<file path="src/rtl/trace_event_counters_if.sv">
// Trace-event counter bus: event inputs, run/clear/snapshot controls and the shadow read port.
interface trace_event_counters_if #(
  parameter int unsigned NUM_EVENTS = 26
);
  logic [NUM_EVENTS-1:0] events;
  logic                  start;
  logic                  stop;
  logic                  clear;
  logic                  snapshot;
  logic                  rd_req;
  logic [4:0]            rd_idx;
  logic                  rd_valid;
  logic [31:0]           rd_data;
  logic [NUM_EVENTS-1:0] overflow;
  logic                  running;

  modport master (
    output events, start, stop, clear, snapshot, rd_req, rd_idx,
    input  rd_valid, rd_data, overflow, running
  );

  modport slave (
    input  events, start, stop, clear, snapshot, rd_req, rd_idx,
    output rd_valid, rd_data, overflow, running
  );
endinterface

</file>
<file path="src/rtl/trace_event_counters.sv">
// Per-event trace counters with atomic snapshot shadows and a one-cycle read port.
// CVA5_TRACE_CYCLE_COUNTER_EN adds a run-cycle counter at index NUM_EVENTS.
module trace_event_counters #(
  parameter int unsigned NUM_EVENTS = 26,
  parameter int unsigned COUNTER_W  = 32,
  parameter int unsigned SATURATE   = 0
) (
  input  logic                   clk,
  input  logic                   rst,
  trace_event_counters_if.slave  bus
);

`ifdef CVA5_TRACE_CYCLE_COUNTER_EN
  localparam int unsigned NUM_CNT = NUM_EVENTS + 1;
`else
  localparam int unsigned NUM_CNT = NUM_EVENTS;
`endif

  typedef enum logic [1:0] {IDLE, RUN, HALT} state_t;

  state_t               state, state_next;
  logic                 running_q;
  logic [NUM_CNT-1:0]   ev_in, ev_q, ov_q, ov_hit;
  logic [COUNTER_W-1:0] cnt_q    [NUM_CNT];
  logic [COUNTER_W-1:0] cnt_inc  [NUM_CNT];
  logic [COUNTER_W-1:0] shadow_q [NUM_CNT];
  logic                 rd_valid_q;
  logic [31:0]          rd_data_q;

  always_comb begin
    state_next = state;
    case (state)
      IDLE:    if (bus.start && !bus.stop) state_next = RUN;
      RUN:     if (bus.stop) state_next = HALT;
      HALT:    if (bus.start && !bus.stop) state_next = RUN;
      default: state_next = IDLE;
    endcase
  end

  always_comb begin
`ifdef CVA5_TRACE_CYCLE_COUNTER_EN
    ev_in = {running_q, bus.events & {NUM_EVENTS{running_q}}};
`else
    ev_in = bus.events & {NUM_EVENTS{running_q}};
`endif
  end

  // Overflow fires on any increment attempted at all-ones, in both wrap and saturate modes.
  always_comb begin
    for (int unsigned i = 0; i < NUM_CNT; i++) begin
      ov_hit[i]  = ev_q[i] && (cnt_q[i] == '1);
      cnt_inc[i] = cnt_q[i];
      if (ev_q[i] && !((SATURATE != 0) && ov_hit[i]))
        cnt_inc[i] = cnt_q[i] + COUNTER_W'(1);
    end
  end

  always_ff @(posedge clk) begin
    if (rst) begin
      state      <= IDLE;
      running_q  <= 1'b0;
      ev_q       <= '0;
      ov_q       <= '0;
      rd_valid_q <= 1'b0;
      rd_data_q  <= '0;
      for (int unsigned i = 0; i < NUM_CNT; i++) begin
        cnt_q[i]    <= '0;
        shadow_q[i] <= '0;
      end
    end else begin
      state      <= state_next;
      running_q  <= (state_next == RUN);
      ev_q       <= bus.clear ? '0 : ev_in;
      ov_q       <= bus.clear ? '0 : (ov_q | ov_hit);
      // Shadows take the post-increment, pre-clear value so snapshot+clear loses nothing.
      for (int unsigned i = 0; i < NUM_CNT; i++) begin
        cnt_q[i] <= bus.clear ? '0 : cnt_inc[i];
        if (bus.snapshot) shadow_q[i] <= cnt_inc[i];
      end
      rd_valid_q <= bus.rd_req;
      if (bus.rd_req) begin
        if (32'(bus.rd_idx) < NUM_CNT) rd_data_q <= 32'(shadow_q[bus.rd_idx]);
        else                           rd_data_q <= '0;
      end
    end
  end

  assign bus.running  = running_q;
  assign bus.rd_valid = rd_valid_q;
  assign bus.rd_data  = rd_data_q;
  assign bus.overflow = ov_q[NUM_EVENTS-1:0];

endmodule

</file>
<file path="src/flat_wrapper.sv">
// flat-port wrapper written by rule: the top's interface ports become plain ports
module trace_event_counters_flat 
#(
  parameter int unsigned NUM_EVENTS = 26,
  parameter int unsigned COUNTER_W  = 32,
  parameter int unsigned SATURATE   = 0
)
  (clk, rst, bus_events, bus_start, bus_stop, bus_clear, bus_snapshot, bus_rd_req, bus_rd_idx, bus_rd_valid, bus_rd_data, bus_overflow, bus_running);
  trace_event_counters_if #(.NUM_EVENTS(NUM_EVENTS)) bus_i ();
  input  logic clk;
  input  logic rst;
  input wire logic [$bits(bus_i.events)-1:0] bus_events;
  input wire logic [$bits(bus_i.start)-1:0] bus_start;
  input wire logic [$bits(bus_i.stop)-1:0] bus_stop;
  input wire logic [$bits(bus_i.clear)-1:0] bus_clear;
  input wire logic [$bits(bus_i.snapshot)-1:0] bus_snapshot;
  input wire logic [$bits(bus_i.rd_req)-1:0] bus_rd_req;
  input wire logic [$bits(bus_i.rd_idx)-1:0] bus_rd_idx;
  output wire logic [$bits(bus_i.rd_valid)-1:0] bus_rd_valid;
  output wire logic [$bits(bus_i.rd_data)-1:0] bus_rd_data;
  output wire logic [$bits(bus_i.overflow)-1:0] bus_overflow;
  output wire logic [$bits(bus_i.running)-1:0] bus_running;
  assign bus_i.events = bus_events;
  assign bus_i.start = bus_start;
  assign bus_i.stop = bus_stop;
  assign bus_i.clear = bus_clear;
  assign bus_i.snapshot = bus_snapshot;
  assign bus_i.rd_req = bus_rd_req;
  assign bus_i.rd_idx = bus_rd_idx;
  assign bus_rd_valid = bus_i.rd_valid;
  assign bus_rd_data = bus_i.rd_data;
  assign bus_overflow = bus_i.overflow;
  assign bus_running = bus_i.running;
  trace_event_counters #(.NUM_EVENTS(NUM_EVENTS), .COUNTER_W(COUNTER_W), .SATURATE(SATURATE)) u_core (.clk(clk), .rst(rst), .bus(bus_i));
endmodule
</file>
<file path="config.mk">
export PLATFORM = sky130hd
export DESIGN_NAME = trace_event_counters_flat
export DESIGN_NICKNAME = d
export VERILOG_FILES = /design/src/rtl/trace_event_counters_if.sv /design/src/rtl/trace_event_counters.sv /design/src/flat_wrapper.sv
export SDC_FILE = /design/constraint.sdc
export NUM_CORES = 2
export LEC_CHECK = 0
export BUFFER_PORTS_ARGS = -buffer_cell sky130_fd_sc_hd__buf_2
export CAP_MARGIN = 5
export CORE_MARGIN = 4
export CORE_UTILIZATION = 67
export DETAILED_ROUTE_END_ITERATION = 7
export PLACE_DENSITY = 0.91
export SLEW_MARGIN = 0
export SYNTH_ARGS = -nofsm -noshare
export SYNTH_HDL_FRONTEND = slang
export SYNTH_SLANG_ARGS = --single-unit
</file>
<file path="constraint.sdc">
create_clock -name clk -period 26.3 [get_ports clk]
set_clock_uncertainty 0.1 [all_clocks]
set_input_delay 3.945 -clock clk [delete_from_list [all_inputs] [get_ports clk]]
set_output_delay 3.945 -clock clk [all_outputs]
set_load 0.02 [all_outputs]
</file>
Word-level counts from Yosys, hierarchy flattened:

Memories as Yosys holds them, arrays and structs flattened.
Cells that the tools add are included.

* $add $sub $neg: 26
* $mul: 0
* divide/modulo/power cells: 0
* order comparisons: 1
* eq/ne operators: 29
* shift operators: 0
* muxes and demuxes: 114
* bitwise logic cells: 54
* reduce and logical (&&, ||, !) cells: 31

Operators by type and width (number)
* two-way mux 32 bit: 105
* adder 32 x 1 -> 32 bit (second input constant): 26
* equality test 32 bit (second input constant): 26
* bitwise OR 1 bit: 52
* logical AND 1 bit: 27
* bitwise AND 26 bit: 1
* bitwise OR 26 bit: 1
* two-way mux 1 bit: 6
* less-than comparator 5 bit (second input constant): 1
* equality test 2 x 1 -> 1 bit (second input constant): 2
* two-way mux 2 bit: 2
* case mux 2 bit (2 select lines): 1
* OR reduction 2 bit: 2
* equality test 2 bit (second input constant): 1
* logical NOT 2 bit: 1
* logical NOT 1 bit: 1

* register bits: 88
* bits in latches: 0
* bits in writable memories: 1664
* memory bits (read-only): 0
* input port bits: 38
* memories kept: 2

Memory list
* u_core.cnt_q: depth 26, bits a word 32, read ports 26, clocked after Yosys merged registers in 0, wr ports 26, line trace_event_counters.sv:24 `logic [COUNTER_W-1:0] cnt_q [NUM_CNT];`
* u_core.shadow_q: depth 26, bits a word 32, read ports 1, clocked after Yosys merged registers in 0, wr ports 26, line trace_event_counters.sv:26 `logic [COUNTER_W-1:0] shadow_q [NUM_CNT];`

Logic depth before layout (Yosys ltp):

* word-level depth: 5
* mapped depth: 9
* depth with buffers taken out: 6

Worst setup path after synthesis:

Ideal clock, no wire load.

* kind: in2reg
* start: input rst
* end: memory u_core.shadow_q[0][0] (enable)
* data arrival time: 14.347 ns
* required time: 25.338 ns
* path slack: 10.990 ns
* stages: 3
* buffers on the path: 2
* cells stage by stage: clkbuf_1 > buf_2 > or2_2

RTL lines
* start, declared: line flat_wrapper.sv:11 `input logic rst;`
* end, declared: line trace_event_counters.sv:26

==> flow_metrics.py <==
metrics = {
    "run_status": {
        "status": "complete, no violations",
    },
    "drt": {
        "drcViolationCount": 0,
        "drt_iter0_drc": 8708,
        "firstDrtPassIters": 6,
        "drt-total-wl_um": 208000,
        "drt-met1-wl_um": 73300,
        "met2WireLength_um": 95100,
        "met3_length_um": 26900,
        "drt.antenna.violating_nets": 0,
        "drt-wirelength-per-cell_um": 24.4,
        "routed.top_layer": "met5",
        "num_vias": 56400,
        "vias_per_cell": 6.62,
    },
    "synthesis": {
        "syn_nets": 7002,
        "yosysSeqAreaShare": 0.573,
        "synth_top_area_frac": 0.330,
        "synth_area_leaders": "edfxtp_1 (33%), dfxtp_1 (24%), nor2_1 (8.6%)",
        "synthArstFlopShare": 0,
        "synthCells": 6938,
        "synth.most_common_cell": "nor2_1",
        "synth.avg_cell_area_um2": 10.9,
        "synth_cell_types": 51,
        "synth_commonest_cells": "nor2_1 (1,736), dfxtp_1 (920), edfxtp_1 (832)",
        "yosysWarnings": 0,
        "syn_area_mm2": 0.0757,
        "synthFlopType": "dfxtp_1",
        "synth_seq_cells": 1752,
        "synth_edf_count": 832,
        "yosys.area.top_type": "edfxtp_1",
    },
    "grt": {
        "grt_pass1_wl_um": 317000,
        "grt_overflow": 0,
        "grt_usage": 0.346,
        "grt_max_degree": 227,
        "antenna_found_initial": 16,
        "grt_pass1_vias": 54800,
    },
    "floorplan": {
        "dieHeight_um": 344,
        "start_util": 0.674,
        "io_pins": 98,
        "row_count": 123,
        "dieArea_mm2": 0.118,
        "fp.dieW_um": 344,
        "core_area_mm2": 0.112,
    },
    "timing": {
        "rsz0062_at_grt": "false",
        "final_hold_viol_count": 0,
        "period_share": 0.334,
        "fin_hold_ws_ps": 363,
        "fin_tns_setup_ps": 0,
        "fmax_mhz": 114,
        "slew_headroom": 0.161,
        "setup_violations": 0,
        "tightest_slew_ps": 1250,
        "fin_crit_ps": 8790,
        "slew_viol_final": 0,
    },
    "critical_path": {
        "path_common_cell": "buf_4",
        "crit_arrival_ps": 9290,
        "cp_top_family": "buffers and inverters",
        "cp_cell_sequence": "buf_2 > or2_4 > buf_4 > buf_4 > buf_4 > buf_4 > nor2_1",
        "critical_path_class": "in2reg",
        "cp_slowest_cell": "buf_4",
        "cp-end-kind": "flip-flop",
        "startpoint_type": "input port",
        "required_ps": 26800,
        "cp.buffers_inverters": 5,
        "cp_slowest_stage_delay_ps": 960,
        "crit_fanout": 97,
    },
    "clocking": {
        "clk_pin_slew_ps": 60,
        "post_cts_resized": 0,
        "tritoncts": "done",
        "clkSinkCount": 1752,
        "tritoncts.num_buffers": 170,
        "max-clock-path-buffers": 3,
        "clk_latency_ps": 780,
        "cts-root-buf": "clkbuf_16",
        "post-cts-setup-buffers": 0,
        "cts_hold_buf": 0,
        "htree_levels": 4,
    },
    "placed_design": {
        "port-buffer-count": 97,
        "hpwl_um": 133000,
        "place_congestion": 0.954,
    },
    "cells_and_area": {
        "nFillCells": 6495,
        "num-nets-final": 6940,
        "layout-drive-gt1-share": 0.0946,
        "syn_to_final_growth_pct": 9.01,
    },
    "power_and_ir_drop": {
        "clockPowerShare": 0.437,
        "ir_worst_vdd_mv": 0.0707,
        "p_comb_frac": 0.044,
        "pwr_density_cell_mw_per_mm2": 68.5,
        "p_sw_frac": 0.225,
        "p_sw_mw": 1.27,
        "pwr-share-seq": 0.519,
        "intPower_mw": 4.38,
        "p_leak_nw": 28.5,
    },
    "hold_path": {
        "hold_class": "reg2reg",
    },
    "job": {
        "max-cap-violations": 0,
    },
}
## area by class of cell
| cell class | instances | area, um2 | share of cell area |
|---|---|---|---|
| timing repair buffer | 146 | 910 | 0.0110 |
| clock inverter | 83 | 769 | 0.00932 |
| multi-input combinational | 4715 | 30400 | 0.368 |
| tap | 1500 | 1880 | 0.0227 |
| inverter | 91 | 342 | 0.00414 |
| clock buffer | 235 | 4860 | 0.0589 |
| sequential | 1752 | 43400 | 0.526 |
| antenna | 4 | 10.0 | 0.000121 |
## worst paths after layout
| check | cells past startpoint | slack [ps] | endpoint | startpoint |
|---|---|---|---|---|
| setup / recovery | 7 | 17510 | u_core.cnt_q[13][24]$_SDFF_PP0_ | bus_clear |
| hold / removal | 1 | 360 | u_core.bus.overflow[17]$_SDFF_PP0_ | u_core.bus.overflow[17]$_SDFF_PP0_ |
| setup reg to reg | 6 | 23280 | u_core.shadow_q[4][30]$_SDFFCE_PN0P_ | u_core.cnt_q[4][0]$_SDFF_PP0_ |
| hold reg to reg | 1 | 360 | u_core.bus.overflow[17]$_SDFF_PP0_ | u_core.bus.overflow[17]$_SDFF_PP0_ |
## placed cells by master, fill, tap and decap left out, drive strengths merged, types with 11 or more instances in the layout
cell,n
a2111oi,32
a21oi,16
a221oi,64
a22oi,33
a31oi,12
and2,29
and3,131
and4,125
buf,146
bufinv,11
clkbuf,235
clkinv,52
clkinvlp,13
dfxtp,920
edfxtp,832
ha,26
inv,98
mux2,33
mux2i,198
mux4,128
nand2,288
nand2b,104
nand3,305
nand4,237
nor2,1736
nor3,188
nor4,135
o2111a,32
or3,11
xnor2,424
xor2,369
## state kept, by name, indices dropped and copies added (netlist names)
| name | count |
|---|---|
| u_core.cnt_q | 832 |
| u_core.bus.overflow | 26 |
| u_core.state | 2 |
| u_core.bus.rd_valid | 1 |
| u_core.bus.rd_data | 32 |
| u_core.bus.running | 1 |
| u_core.ev_q | 26 |
| u_core.shadow_q | 832 |
## kinds of logic after synthesis
kind of cell / after synthesis / share of synthesized area
adder cells (fa/ha/maj): 26 / 0.00430
multiplexers: 359 / 0.0692
XOR/XNOR: 793 / 0.0917
AO/OA/AOI/OAI: 212 / 0.0261
AND/OR/NAND/NOR: 3325 / 0.209
buffers and inverters: 471 / 0.0264
flip-flops: 1752 / 0.573
## through the flow
step | power, mW | instance area, um2 | std cells | worst slack [ps] | util
2_1_floorplan | 3.16 | 75700 | 6938 | 10990 | -
3_3_place_gp | 3.22 | 76900 | 8204 | 17150 | 0.685
3_5_place_dp | 3.23 | 76900 | 8204 | 17000 | 0.685
4_1_cts | 5.64 | 82500 | 8522 | 17770 | 0.735
5_1_grt | 5.78 | 82500 | 8522 | 17350 | 0.735
6_report | 5.65 | 82500 | 8526 | 17510 | 0.735
## metal layers
layer  vias up  track usage
met4         8        0.189
met1     27200        0.442
met5         -            0
li1      24300            -
met2      4187        0.539
met3       720       0.0991
## power by group through the flow
stage / registers (mW) / clock network [mW] / logic, mW
2_1_floorplan: 3.00 / 0 / 0.158
3_3_place_gp: 2.99 / 0 / 0.233
3_5_place_dp: 2.99 / 0 / 0.237
4_1_cts: 2.93 / 2.47 / 0.239
5_1_grt: 2.94 / 2.58 / 0.255
6_report: 2.94 / 2.47 / 0.249
(Power assumes the default switching activity.)
